--- config.mk ---
export PLATFORM = sky130hd
export DESIGN_NAME = result_writer
export DESIGN_NICKNAME = d
export VERILOG_FILES = /design/src/rtl/result_writer_pkg.sv /design/src/rtl/result_writer_ram.sv /design/src/rtl/result_writer.sv
export SDC_FILE = /design/constraint.sdc
export NUM_CORES = 1
export LEC_CHECK = 0
export ABC_AREA = 1
export CAP_MARGIN = 30
export CELL_PAD_IN_SITES_DETAIL_PLACEMENT = 1
export CELL_PAD_IN_SITES_GLOBAL_PLACEMENT = 2
export CORE_UTILIZATION = 47
export CTS_CLUSTER_DIAMETER = 150
export DETAILED_ROUTE_END_ITERATION = 16
export MAX_ROUTING_LAYER = met4
export PLACE_DENSITY = 0.9
export SYNTH_ARGS = -nofsm -noshare
export SYNTH_HDL_FRONTEND = slang
export SYNTH_HIERARCHICAL = 1
export SYNTH_SLANG_ARGS = --single-unit
--- constraint.sdc ---
create_clock -name i_clk -period 6.43 [get_ports i_clk]
set_input_delay 0.643 -clock i_clk [delete_from_list [all_inputs] [get_ports i_clk]]
set_output_delay 0.643 -clock i_clk [all_outputs]
set_load 0.005 [all_outputs]
--- src/rtl/result_writer_pkg.sv ---
// result_writer_pkg: shared constants and FSM encoding for the result writer.
// Contents: DATA_W_DEFAULT, DEPTH_LOG2, DEPTH, LAST_INDEX, state_t (one-hot).
package result_writer_pkg;
   localparam int          DATA_W_DEFAULT = 16;
   localparam int          DEPTH_LOG2     = 6;
   localparam int          DEPTH          = 1 << DEPTH_LOG2;
   localparam logic [5:0]  LAST_INDEX     = 6'd63;
   typedef enum logic [3:0] {
      S_IDLE       = 4'b0001,
      S_COLLECT    = 4'b0010,
      S_DRAIN_REQ  = 4'b0100,
      S_DRAIN_HOLD = 4'b1000
   } state_t;
endpackage

--- src/rtl/result_writer_ram.sv ---
// result_ram: 64 x DATA_W buffer, one synchronous write port, one synchronous read port.
// Ports: i_clk, i_rst_n (clears only the read register), i_wr_en/i_wr_addr/i_wr_data,
//        i_rd_en/i_rd_addr, o_rd_data (valid one cycle after i_rd_en, held otherwise).
module result_ram
   import result_writer_pkg::*;
#(
   parameter int DATA_W = DATA_W_DEFAULT
) (
   input  logic                  i_clk,
   input  logic                  i_rst_n,
   input  logic                  i_wr_en,
   input  logic [DEPTH_LOG2-1:0] i_wr_addr,
   input  logic [DATA_W-1:0]     i_wr_data,
   input  logic                  i_rd_en,
   input  logic [DEPTH_LOG2-1:0] i_rd_addr,
   output logic [DATA_W-1:0]     o_rd_data
);
   logic [DATA_W-1:0] r_mem [DEPTH];
   logic [DATA_W-1:0] r_rd_data;
   always_ff @(posedge i_clk)
      if (i_wr_en) r_mem[i_wr_addr] <= i_wr_data;
   always_ff @(posedge i_clk or negedge i_rst_n)
      if (!i_rst_n)     r_rd_data <= '0;
      else if (i_rd_en) r_rd_data <= r_mem[i_rd_addr];
   assign o_rd_data = r_rd_data;
endmodule

--- src/rtl/result_writer.sv ---
// result_writer: collects 64 MAC results of an 8x8 block and streams them out with valid/ready.
// Ports: i_clk, i_rst_n (async active-low), i_start (arm new block), i_ready (result strobe level),
//        i_mac_result, o_out_data/o_out_index/o_out_valid with i_out_ready handshake,
//        o_block_done (pulse after 64th word accepted), o_busy, o_overflow (sticky lost strobe).
module result_writer
   import result_writer_pkg::*;
#(
   parameter int DATA_W = DATA_W_DEFAULT
) (
   input  logic                  i_clk,
   input  logic                  i_rst_n,
   input  logic                  i_start,
   input  logic                  i_ready,
   input  logic [DATA_W-1:0]     i_mac_result,
   output logic [DATA_W-1:0]     o_out_data,
   output logic [DEPTH_LOG2-1:0] o_out_index,
   output logic                  o_out_valid,
   input  logic                  i_out_ready,
   output logic                  o_block_done,
   output logic                  o_busy,
   output logic                  o_overflow
);
   state_t                r_state, w_state_nxt;
   logic                  r_ready_d, r_out_valid, r_block_done, r_overflow;
   logic [DEPTH_LOG2-1:0] r_wr_ptr, r_rd_ptr;
   logic                  w_strobe, w_wr_en, w_rd_en, w_accept, w_arm;
   assign w_strobe = i_ready & ~r_ready_d;
   assign w_accept = (r_state == S_DRAIN_HOLD) && i_out_ready;
   assign w_arm    = (r_state == S_IDLE) && i_start;
   always_comb begin
      w_state_nxt = r_state;
      w_wr_en     = 1'b0;
      w_rd_en     = 1'b0;
      case (r_state)
         S_IDLE:       if (i_start) w_state_nxt = S_COLLECT;
         S_COLLECT: begin
            w_wr_en = w_strobe;
            if (w_strobe && r_wr_ptr == LAST_INDEX) w_state_nxt = S_DRAIN_REQ;
         end
         S_DRAIN_REQ: begin
            w_rd_en     = 1'b1;
            w_state_nxt = S_DRAIN_HOLD;
         end
         S_DRAIN_HOLD: if (i_out_ready) w_state_nxt = (r_rd_ptr == LAST_INDEX) ? S_IDLE : S_DRAIN_REQ;
         default:      w_state_nxt = S_IDLE;
      endcase
   end
   always_ff @(posedge i_clk or negedge i_rst_n)
      if (!i_rst_n) r_state <= S_IDLE;
      else          r_state <= w_state_nxt;
   always_ff @(posedge i_clk or negedge i_rst_n)
      if (!i_rst_n) begin
         r_ready_d    <= 1'b0;
         r_wr_ptr     <= '0;
         r_rd_ptr     <= '0;
         r_out_valid  <= 1'b0;
         r_block_done <= 1'b0;
         r_overflow   <= 1'b0;
      end else begin
         r_ready_d    <= i_ready;
         r_block_done <= w_accept && r_rd_ptr == LAST_INDEX;
         // A strobe coinciding with start is still lost, so it re-sets overflow after the clear.
         if (w_arm)                              r_overflow <= w_strobe;
         else if (w_strobe && !w_wr_en)          r_overflow <= 1'b1;
         if (w_arm)                              r_wr_ptr   <= '0;
         else if (w_wr_en)                       r_wr_ptr   <= r_wr_ptr + 6'd1;
         if (w_accept)                           r_rd_ptr   <= r_rd_ptr + 6'd1;
         if (w_rd_en)                            r_out_valid <= 1'b1;
         else if (w_accept)                      r_out_valid <= 1'b0;
      end
   result_ram #(.DATA_W(DATA_W)) u_ram (
      .i_clk     (i_clk),
      .i_rst_n   (i_rst_n),
      .i_wr_en   (w_wr_en),
      .i_wr_addr (r_wr_ptr),
      .i_wr_data (i_mac_result),
      .i_rd_en   (w_rd_en),
      .i_rd_addr (r_rd_ptr),
      .o_rd_data (o_out_data)
   );
   assign o_out_index  = r_rd_ptr;
   assign o_out_valid  = r_out_valid;
   assign o_block_done = r_block_done;
   assign o_busy       = r_state != S_IDLE;
   assign o_overflow   = r_overflow;
endmodule

# After elaboration in Yosys (flattened, before gate mapping)
# Memory sizes are Yosys's and may differ from the RTL's. A register that Yosys moved wholly into a read port is not among the register bits.
# Index checks and enable logic that the tools add are counted.
# word_totals
register_bits,20
mem_bits_rw,1024
input_bits,21
output_inout_bits,26
wordCells,48
mem_count,1
# classes
n_addsub,2
eq_ne,10
mux,15
n_bitwise,2
reduce_logical,11
# mem_list
name,depth,width,read_ports,rd_clocked_by_memory_dff,wr,line,text
u_ram.r_mem,64,16,1,1,1,result_writer_ram.sv:18,logic [DATA_W-1:0] r_mem [DEPTH];
# ops
cell,count
$pmux W4 S4,1
$add A6 B1 Y6 const B,2
$eq A6 B6 Y1 const B,2
$mux W4,3
$mux W6,2
$mux W1,8
$ne A2 B2 Y1 const B,3
$reduce_bool A2 Y1,3
$logic_and A1 B1 Y1,5
$eq A4 B1 Y1 const B,1
$eq A4 B2 Y1 const B,1
$eq A4 B3 Y1 const B,1
$eq A4 B4 Y1 const B,1
$ne A4 B1 Y1 const B,1
$mux W3,1
$reduce_and A3 Y1,1
$logic_not A1 Y1,2
$and A1 B1 Y1,1
$not A1 Y1,1

# Depth between registers and ports, before layout
# Gate-level depths: netlist of the first run.
# logic_depth
depth_word,7
ltp_mapped,14
ltp_nobuf,11

# By module
# Netlist of the first run, hierarchy kept.
# by_module_without_submodules
mod,n_inst,cells_per_inst,area_per_inst_um2,seq_area_each_um2
result_ram,1,3505,42279.3,31149.9
result_writer,1,130,1082.3,501.7

# Worst setup path before layout of the first run
# OpenSTA, ideal clock, no wires.
# synth_timing
path_type,input to register
from,input port i_ready
to,memory u_ram/r_mem[48][0] in the netlist's numbering (enable)
setup_ns,0.431
t_arrival_ns,3.077
t_required_ns,5.999
setup_slack_ns,2.922
stages,5
path_buffers,1
path_cell_list,nand2_1 -> nor2_4 -> clkbuf_1 -> nand4_1 -> nor4_1
# synth_via
elab_chain_cells,4
# synth_lines
element,line,text
start: declaration,result_writer.sv:13,"input logic i_ready,"
$and A1 B1 Y1,result_writer.sv:27,assign w_strobe = i_ready & ~r_ready_d;
$mux W1,result_writer.sv:34,case (r_state)
named net w_wr_en,result_writer.sv:26,"logic w_strobe, w_wr_en, w_rd_en, w_accept, w_arm;"
$mux W1,result_writer_ram.sv:21,if (i_wr_en) r_mem[i_wr_addr] <= i_wr_data;
$mux W1 (not written as such),result_writer_ram.sv:21,
end: declaration,result_writer_ram.sv:18,
# The timed path passes the listed nets, and every way through them passes these cells.

==> results of run 1 <==
state kept, by name, summed over array words and instances, names as in the netlist:
signal	cells
o_overflow	1
o_out_valid	1
o_block_done	1
u_ram/r_mem	1024
r_wr_ptr	6
o_out_index	6
r_ready_d	1
r_state	4
u_ram/o_rd_data	16
final cells by class:
cell class / count / area [µm²]
fill: 9319 / 43100
sequential: 1060 / 31700
multi-input combinational: 2317 / 10100
clock buffer: 138 / 3080
tap: 1186 / 1480
timing repair buffer: 152 / 1250
clock inverter: 71 / 629
inverter: 30 / 146
power groups by stage:
stage,Clock [mW],Combinational [mW],Sequential (mW)
6_report,6.53,4.76,7.82
5_1_grt,6.85,5.22,7.83
4_1_cts,6.61,4.74,7.82
3_5_place_dp,0,4.68,7.96
3_3_place_gp,0,4.55,7.96
2_1_floorplan,0,3.44,7.84
synthesized netlist by cell type, types with 2 or more instances:
| library cell | n |
|---|---|
| nand2_1 | 1253 |
| edfxtp_1 | 1024 |
| nand3_1 | 944 |
| buf_2 | 105 |
| nor2_1 | 73 |
| buf_6 | 57 |
| dfrtp_1 | 35 |
| clkbuf_1 | 26 |
| inv_1 | 25 |
| buf_4 | 23 |
| buf_1 | 16 |
| nand4_1 | 12 |
| nor4_1 | 8 |
| inv_2 | 4 |
| nor2_4 | 4 |
| a21oi_1 | 3 |
| nand2_2 | 3 |
| o21ai_0 | 3 |
| ha_1 | 2 |
| nand2_4 | 2 |
| xnor2_1 | 2 |
| xor2_2 | 2 |
metal layers:
| layer | part of all wire, % | track usage (%) | vias to the layer above |
|---|---|---|---|
| met5 | 0 | - | - |
| met4 | 3.5 | 9.69 | 0 |
| met3 | 7.5 | 4.76 | 277 |
| met2 | 47 | 45.0 | 1189 |
| met1 | 42 | 38.3 | 15100 |
| li1 | - | - | 12900 |
worst max-delay path, cell delays in order (launching register included):
cell and delay, ns:
dfrtp_4 0.73, buf_12 0.44, buf_4 0.88, nand3_1 0.16, nand3_1 0.13, nand3_1 0.20
nand2_1 0.12, nand2_1 0.05, nand3_1 0.10, nand2_1 0.09, nand2_1 0.08, nand2_1 0.06
how the worst max path moves through the flow:
stage                        start             endpoint
floorplan                  i_ready   u_ram/r_mem[48][0]
global placement    o_out_index[1]   u_ram/o_rd_data[2]
detailed placement  o_out_index[2]   u_ram/o_rd_data[7]
CTS                 o_out_index[1]  u_ram/o_rd_data[10]
global route        o_out_index[1]  u_ram/o_rd_data[10]
finish              o_out_index[1]  u_ram/o_rd_data[10]
kinds of logic (layout without fill, tap and decap cells):
family                     after synthesis  after routing  synth area share, %
xor gates and xnor gates                 5              5                0.136
adders and majority gates                2              2               0.0577
AOI/OAI and AO/OA                        7              7               0.0866
DFF                                   1060           1060                 73.0
buffers and inverters                  258            391                 3.77
and+or+nand+nor                       2303           2303                 23.0
==> metrics.md, run 1 <==
| Metric | Value |
|---|---|
| RSZ-0062 raised after global routing | `false` |
| Post-Syn Instances | `3,635` |
| Final core occ | `between 50% and 60%` |
| Detailed-route via count | `just under 30,000` |
| Die height | `roughly 310 µm` |
| Worst skew pair latency | `0.69 ns` |
| FF-to-FF path depth | `11` |
| Maximum VDD drop | `between 0.3 and 0.4 mV` |
| Worst EP required | `between 6 and 7 ns` |
| Port buffer count | `between 40 and 50` |
| Overall power | `around 19 mW` |
| Reg power frac | `between 40% and 50%` |
| Switching power | `about 6.4 mW` |
| Flop2flop setup slack | `2.70 ns` |
| Post-route DRC | `0` |
| Internal | `~13 mW` |
| Finish-stage setup viols | `0` |
| Clk sinks | `about 1,100` |
| Routed WL | `130 mm` |
| Share of the synthesized area in the top cell type | `about 70%` |
| Power density cells | `395 nW/µm²` |
| Diode count | `0` |
| Synth top area cells | `edfxtp_1 (71%), nand3_1 (11%), nand2_1 (11%), dfrtp_1 (2.0%), buf_6 (1.5%)` |
| Status | `complete, no violations` |
| Nets | `between 3,000 and 4,000` |
| Max-cap viol count | `0` |
| Antenna violations before repair | `0` |
| Htree depth | `3` |
| Hold-fix buffers, CTS | `0` |
| Fin crit share | `58.0%` |
| Starting Density | `between 40% and 50%` |
| Setup TNS | `0 ns` |
| Gr ovfl total | `0` |
| FFs w/ async S/R, synth | `under 10%` |
| Io pins | `47` |
| Post-Syn Area | `43,400 µm²` |
| Cells after DPL | `roughly 4,700` |
| DRT Pass-1 Iters | `5` |
| CTS tree | `built` |
| Reg2Reg Capture Point | `u_ram/o_rd_data[10]` |
| Hold Path Class | `in -> async` |
| Core area | `a little over 90,000 µm²` |
| Leak | `about 17 nW` |
| Vias per cell | `about 5.9` |
| Pre-CTS WS | `2.91 ns` |
| Setup ws final | `2.70 ns` |
| Syn avg cell area | `around 12 µm²` |
| Fin. Hold Viols | `0` |
| DR iter-0 viols | `around 3,100` |
| Final Instance Area | `roughly 48,000 µm²` |
| Die Width | `306 µm` |
| Post-CTS Setup Bufs | `0` |
| Post-CTS sizing | `0` |
| Post-synthesis sequential area ratio | `73.0%` |
| Relative slew slack | `18.0%` |
| Worst hold slack | `about 0.047 ns` |
| Clock power frac | `roughly 34%` |
| Row cnt | `roughly 110` |
| Final min period | `3.73 ns` |
| Startpoint Class | `flop` |
| Total CTS buffers | `approximately 110` |
| P&R area growth vs syn | `11.6%` |
| Most frequent cells in the layout | `nand2_1 (1,253), edfxtp_1 (1,024), nand3_1 (944)` |
| WP data arrival | `roughly 4.3 ns` |
| Distinct cell type count after synthesis | `31` |
| GR Util All Layers | `28.8%` |
| Layout Cells excl Fill | `just under 5,000` |
| Global-route wire length before repair | `between 150 and 200 mm` |
| Reg2reg start | `o_out_index[1]` |
| Sw Ratio | `between 30% and 40%` |
| Flops & latches, synth | `1,060` |
| WL/cell | `26.3 µm` |
| Final ANT Viol Nets | `0` |
| Least-Margin Pin Slew | `1.23 ns` |
| Post-Place Cell Area | `about 45,000 µm²` |
| Post-synth EDFFs | `about 1,000` |
| Yosys warns | `6` |
| Vias in the first global route | `slightly above 30,000` |
| Clock Pin Slew Worst Setup and Hold Paths | `0.06 ns` |
| Combinational share of power | `24.9%` |
| Highest Clock Rate | `between 200 and 300 MHz` |
| HPWL after DPL | `approximately 70 mm` |
| Top_reg_cell synth | `edfxtp_1` |
| Syn nets | `about 3,700` |
| Crit-path max FO | `about 160` |
| Crit. End Element | `flop` |
| Die area | `between 90,000 and 100,000 µm²` |
| Commonest non-fill, non-tap cell in the layout | `nand2_1` |
| Layout cells sized above 1 | `8.86%` |
| Largest net degree at the start of global routing | `roughly 200` |
| Worst Skew | `between 0.03 and 0.04 ns` |
| Placer congestion estimate | `between 0.8 and 0.9` |
| Max Slew Vio Count | `0` |
| Dominant cell type by area after synthesis | `edfxtp_1` |
| Critical Setup Path Class | `reg -> reg` |
| Clk buf depth | `3` |
| Clock root cell | `clkbuf_16` |
(Power assumes the default switching activity.)
==> inputs of run 2 (changes only) <==
--- a/config.mk
+++ b/config.mk
@@ -9,11 +9,11 @@
 export CAP_MARGIN = 30
 export CELL_PAD_IN_SITES_DETAIL_PLACEMENT = 1
 export CELL_PAD_IN_SITES_GLOBAL_PLACEMENT = 2
-export CORE_UTILIZATION = 47
+export CORE_UTILIZATION = 44
 export CTS_CLUSTER_DIAMETER = 150
 export DETAILED_ROUTE_END_ITERATION = 16
 export MAX_ROUTING_LAYER = met4
-export PLACE_DENSITY = 0.9
+export PLACE_DENSITY = 0.85
 export SYNTH_ARGS = -nofsm -noshare
 export SYNTH_HDL_FRONTEND = slang
 export SYNTH_HIERARCHICAL = 1
==> constraint.sdc (replaced) <==
create_clock -name i_clk -period 3.7 [get_ports i_clk]
set_input_delay 0.37 -clock i_clk [delete_from_list [all_inputs] [get_ports i_clk]]
set_output_delay 0.37 -clock i_clk [all_outputs]
set_load 0.005 [all_outputs]
==> metrics.md, run 2 (same netlist as run 1, synthesis figures left out) <==
| Metric | Value |
|---|---|
| Hold Path Class | `in -> reg` |
| Worst skew pair latency | `0.70 ns (about the same)` |
| Final Instance Area | `49,100 µm² (+1.4%)` |
| Worst Skew | `0.0298 ns (-0.00151 ns)` |
| Htree depth | `3 (unchanged)` |
| Highest Clock Rate | `362 MHz (+35%)` |
| Startpoint Class | `flop` |
| DRT Pass-1 Iters | `5 (unchanged)` |
| Io pins | `47 (unchanged)` |
| Antenna violations before repair | `2 (+2)` |
| WP data arrival | `3.38 ns (-0.90 ns)` |
| Clock root cell | `clkbuf_16` |
| Final min period | `2.76 ns (-0.972 ns)` |
| Fin. Hold Viols | `0 (unchanged)` |
| Reg2reg start | `o_out_index[0]` |
| Row cnt | `114 (+2.7%)` |
| Critical Setup Path Class | `reg -> reg` |
| Biggest register | `u_ram/r_mem` |
| Die area | `99,800 µm² (+6.8%)` |
| Power density cells | `677 nW/µm² (+71%)` |
| Top cell by count, worst path | `nand2_1` |
| HPWL after DPL | `79.8 mm (+15%)` |
| Final ANT Viol Nets | `0 (unchanged)` |
| Max-cap viol count | `0 (unchanged)` |
| Flop2flop setup slack | `0.94 ns (-1.76 ns)` |
| Reg2Reg Capture Point | `u_ram/o_rd_data[4]` |
| Vias per cell | `5.74 (-3.5%)` |
| Core area | `97,100 µm² (+6.1%)` |
| RSZ-0062 raised after global routing | `false` |
| Final core occ | `50.5% (-2.4 points)` |
| WL/cell | `26.0 µm (-1.2%)` |
| Crit. End Element | `flop` |
| Max Slew Vio Count | `0 (unchanged)` |
| Overall power | `33.2 mW (+74%)` |
| Die Width | `316 µm (+3.3%)` |
| Setup TNS | `0 ns (unchanged)` |
| Cells after DPL | `4,904 (+3.4%)` |
| Layout cells sized above 1 | `9.98% (+1.1 points)` |
| Worst setup path startpoint | `o_out_index[0]` |
| Global-route wire length before repair | `195 mm (+0.38%)` |
| Most frequent cells in the layout | `nand2_1 (1,253), edfxtp_1 (1,024), nand3_1 (944)` |
| Relative slew slack | `31.4% (+13 points)` |
| Fin crit share | `74.6% (+17 points)` |
| Leak | `17.6 nW (+1.6%)` |
| Post-route DRC | `0 (unchanged)` |
| DR iter-0 viols | `3,480 (+11%)` |
| Max reg flops | `1,024 (unchanged)` |
| Least-Margin Pin Slew | `1.03 ns (-0.202 ns)` |
| CTS tree | `built` |
| GR Util All Layers | `27.6% (-1.1 points)` |
| Placer congestion estimate | `0.860 (+6.4%)` |
| Clock Pin Slew Worst Setup and Hold Paths | `0.06 ns (about the same)` |
| Worst EP required | `4.32 ns (-2.66 ns)` |
| Die height | `316 µm (+3.3%)` |
| Finish-stage setup viols | `0 (unchanged)` |
| Clk buf depth | `3 (unchanged)` |
| Status | `complete, no violations` |
| Port buffer count | `46 (unchanged)` |
| Post-Place Cell Area | `45,500 µm² (+1.8%)` |
| Starting Density | `44.6% (-2.7 points)` |
| Worst stage delay on the critical path | `0.65 ns (-0.23 ns)` |
| CP Cell Sequence | `inv_16, buf_12, nand2_1, nand3_1, nand3_1, nand3_1, nand2_1, nand2_1, nand3_1, nand2_1, nand2_1, nand2_1` |
| Nets | `3,769 (+2.0%)` |
| Crit-path max FO | `98 (-38%)` |
| CP Capture Point | `u_ram/o_rd_data[4]` |
| Routed WL | `133 mm (+2.0%)` |
| P&R area growth vs syn | `13.1%` |
| CP max-delay cell | `dfrtp_4` |
| Layout Cells excl Fill | `5,116 (+3.3%)` |
| Total CTS buffers | `112 (unchanged)` |
| Commonest non-fill, non-tap cell in the layout | `nand2_1` |
| Clk sinks | `1,060 (unchanged)` |
| Detailed-route via count | `29,300 (-0.31%)` |
| Largest net degree at the start of global routing | `133 (-32%)` |
| FF-to-FF path depth | `12 (+1)` |
| Gr ovfl total | `0 (unchanged)` |
| Vias in the first global route | `29,200 (-4.6%)` |
| Maximum VDD drop | `0.459 mV (+41%)` |
[run 2: cell types whose count changed in the layout (fill, tap and decap cells not counted), sizes merged]
cell         change
buf             +72
clkbuf           -2
dlygate4sd3      +1
inv              +1
clkinvlp         +4
bufinv           -5
diode            +1
[run 2: power breakdown]
group | total, mW | switching [mW] | internal (mW)
combinational | 8.89 | 6.41 | 2.48
clock | 10.8 | 4.69 | 6.07
sequential | 13.5 | 0.243 | 13.3
total | 33.2 | 11.3 | 21.8
[run 2: final cells by class]
cell class,instances,area [µm²]
inverter,30,139
antenna,1,2.50
timing repair buffer,225,2050
sequential,1060,31700
fill,10000,48100
tap,1276,1600
clock buffer,136,2960
clock inverter,71,518
multi-input combinational,2317,10100
[run 2: per-layer routing]
metal	GRT usage (%)	share of wire (%)	wire length [µm]
met5	-	0	0
met4	8.27	2.6	3440
met3	3.04	6.9	9180
met2	41.6	47	61900
met1	39.6	44	58300
[run 2: worst max-delay path: cells and delay by family, from the launching register on]
| kind | cells | cell delay (ns) |
|---|---|---|
| AND/OR/NAND/NOR | 10 | 1.28 |
| buffers and inverters | 2 | 0.68 |
| flip-flops | 1 | 0.65 |
[run 2: how the worst min path moves through the flow]
stage	from	slack [ns]	depth (start not counted)	to
final	i_mac_result[4]	0.11	1	u_ram/r_mem[38][4]
after global routing	i_mac_result[4]	0.12	1	u_ram/r_mem[38][4]
after CTS	i_mac_result[0]	0.11	1	u_ram/r_mem[47][0]
after detailed placement	o_out_valid	0.47	2	o_out_valid
after global placement	o_out_valid	0.46	2	o_out_valid
after floorplan	i_rst_n	0.07	0	o_block_done
[run 2: what timing repair did]
action	4_1_cts	5_1_grt
resized for setup	0	0
endpoints found under the hold margin	35	0
hold buffers	1	0
setup buffers	0	0
[run 2: stage by stage]
| step | setup slack (ns) | hold WS (ns) |
|---|---|---|
| 2_1_floorplan | 0.340 | 0.0744 |
| 3_3_place_gp | 0.733 | 0.456 |
| 3_5_place_dp | 0.677 | 0.465 |
| 4_1_cts | 0.902 | 0.108 |
| 5_1_grt | 0.788 | 0.124 |
| 6_report | 0.941 | 0.113 |
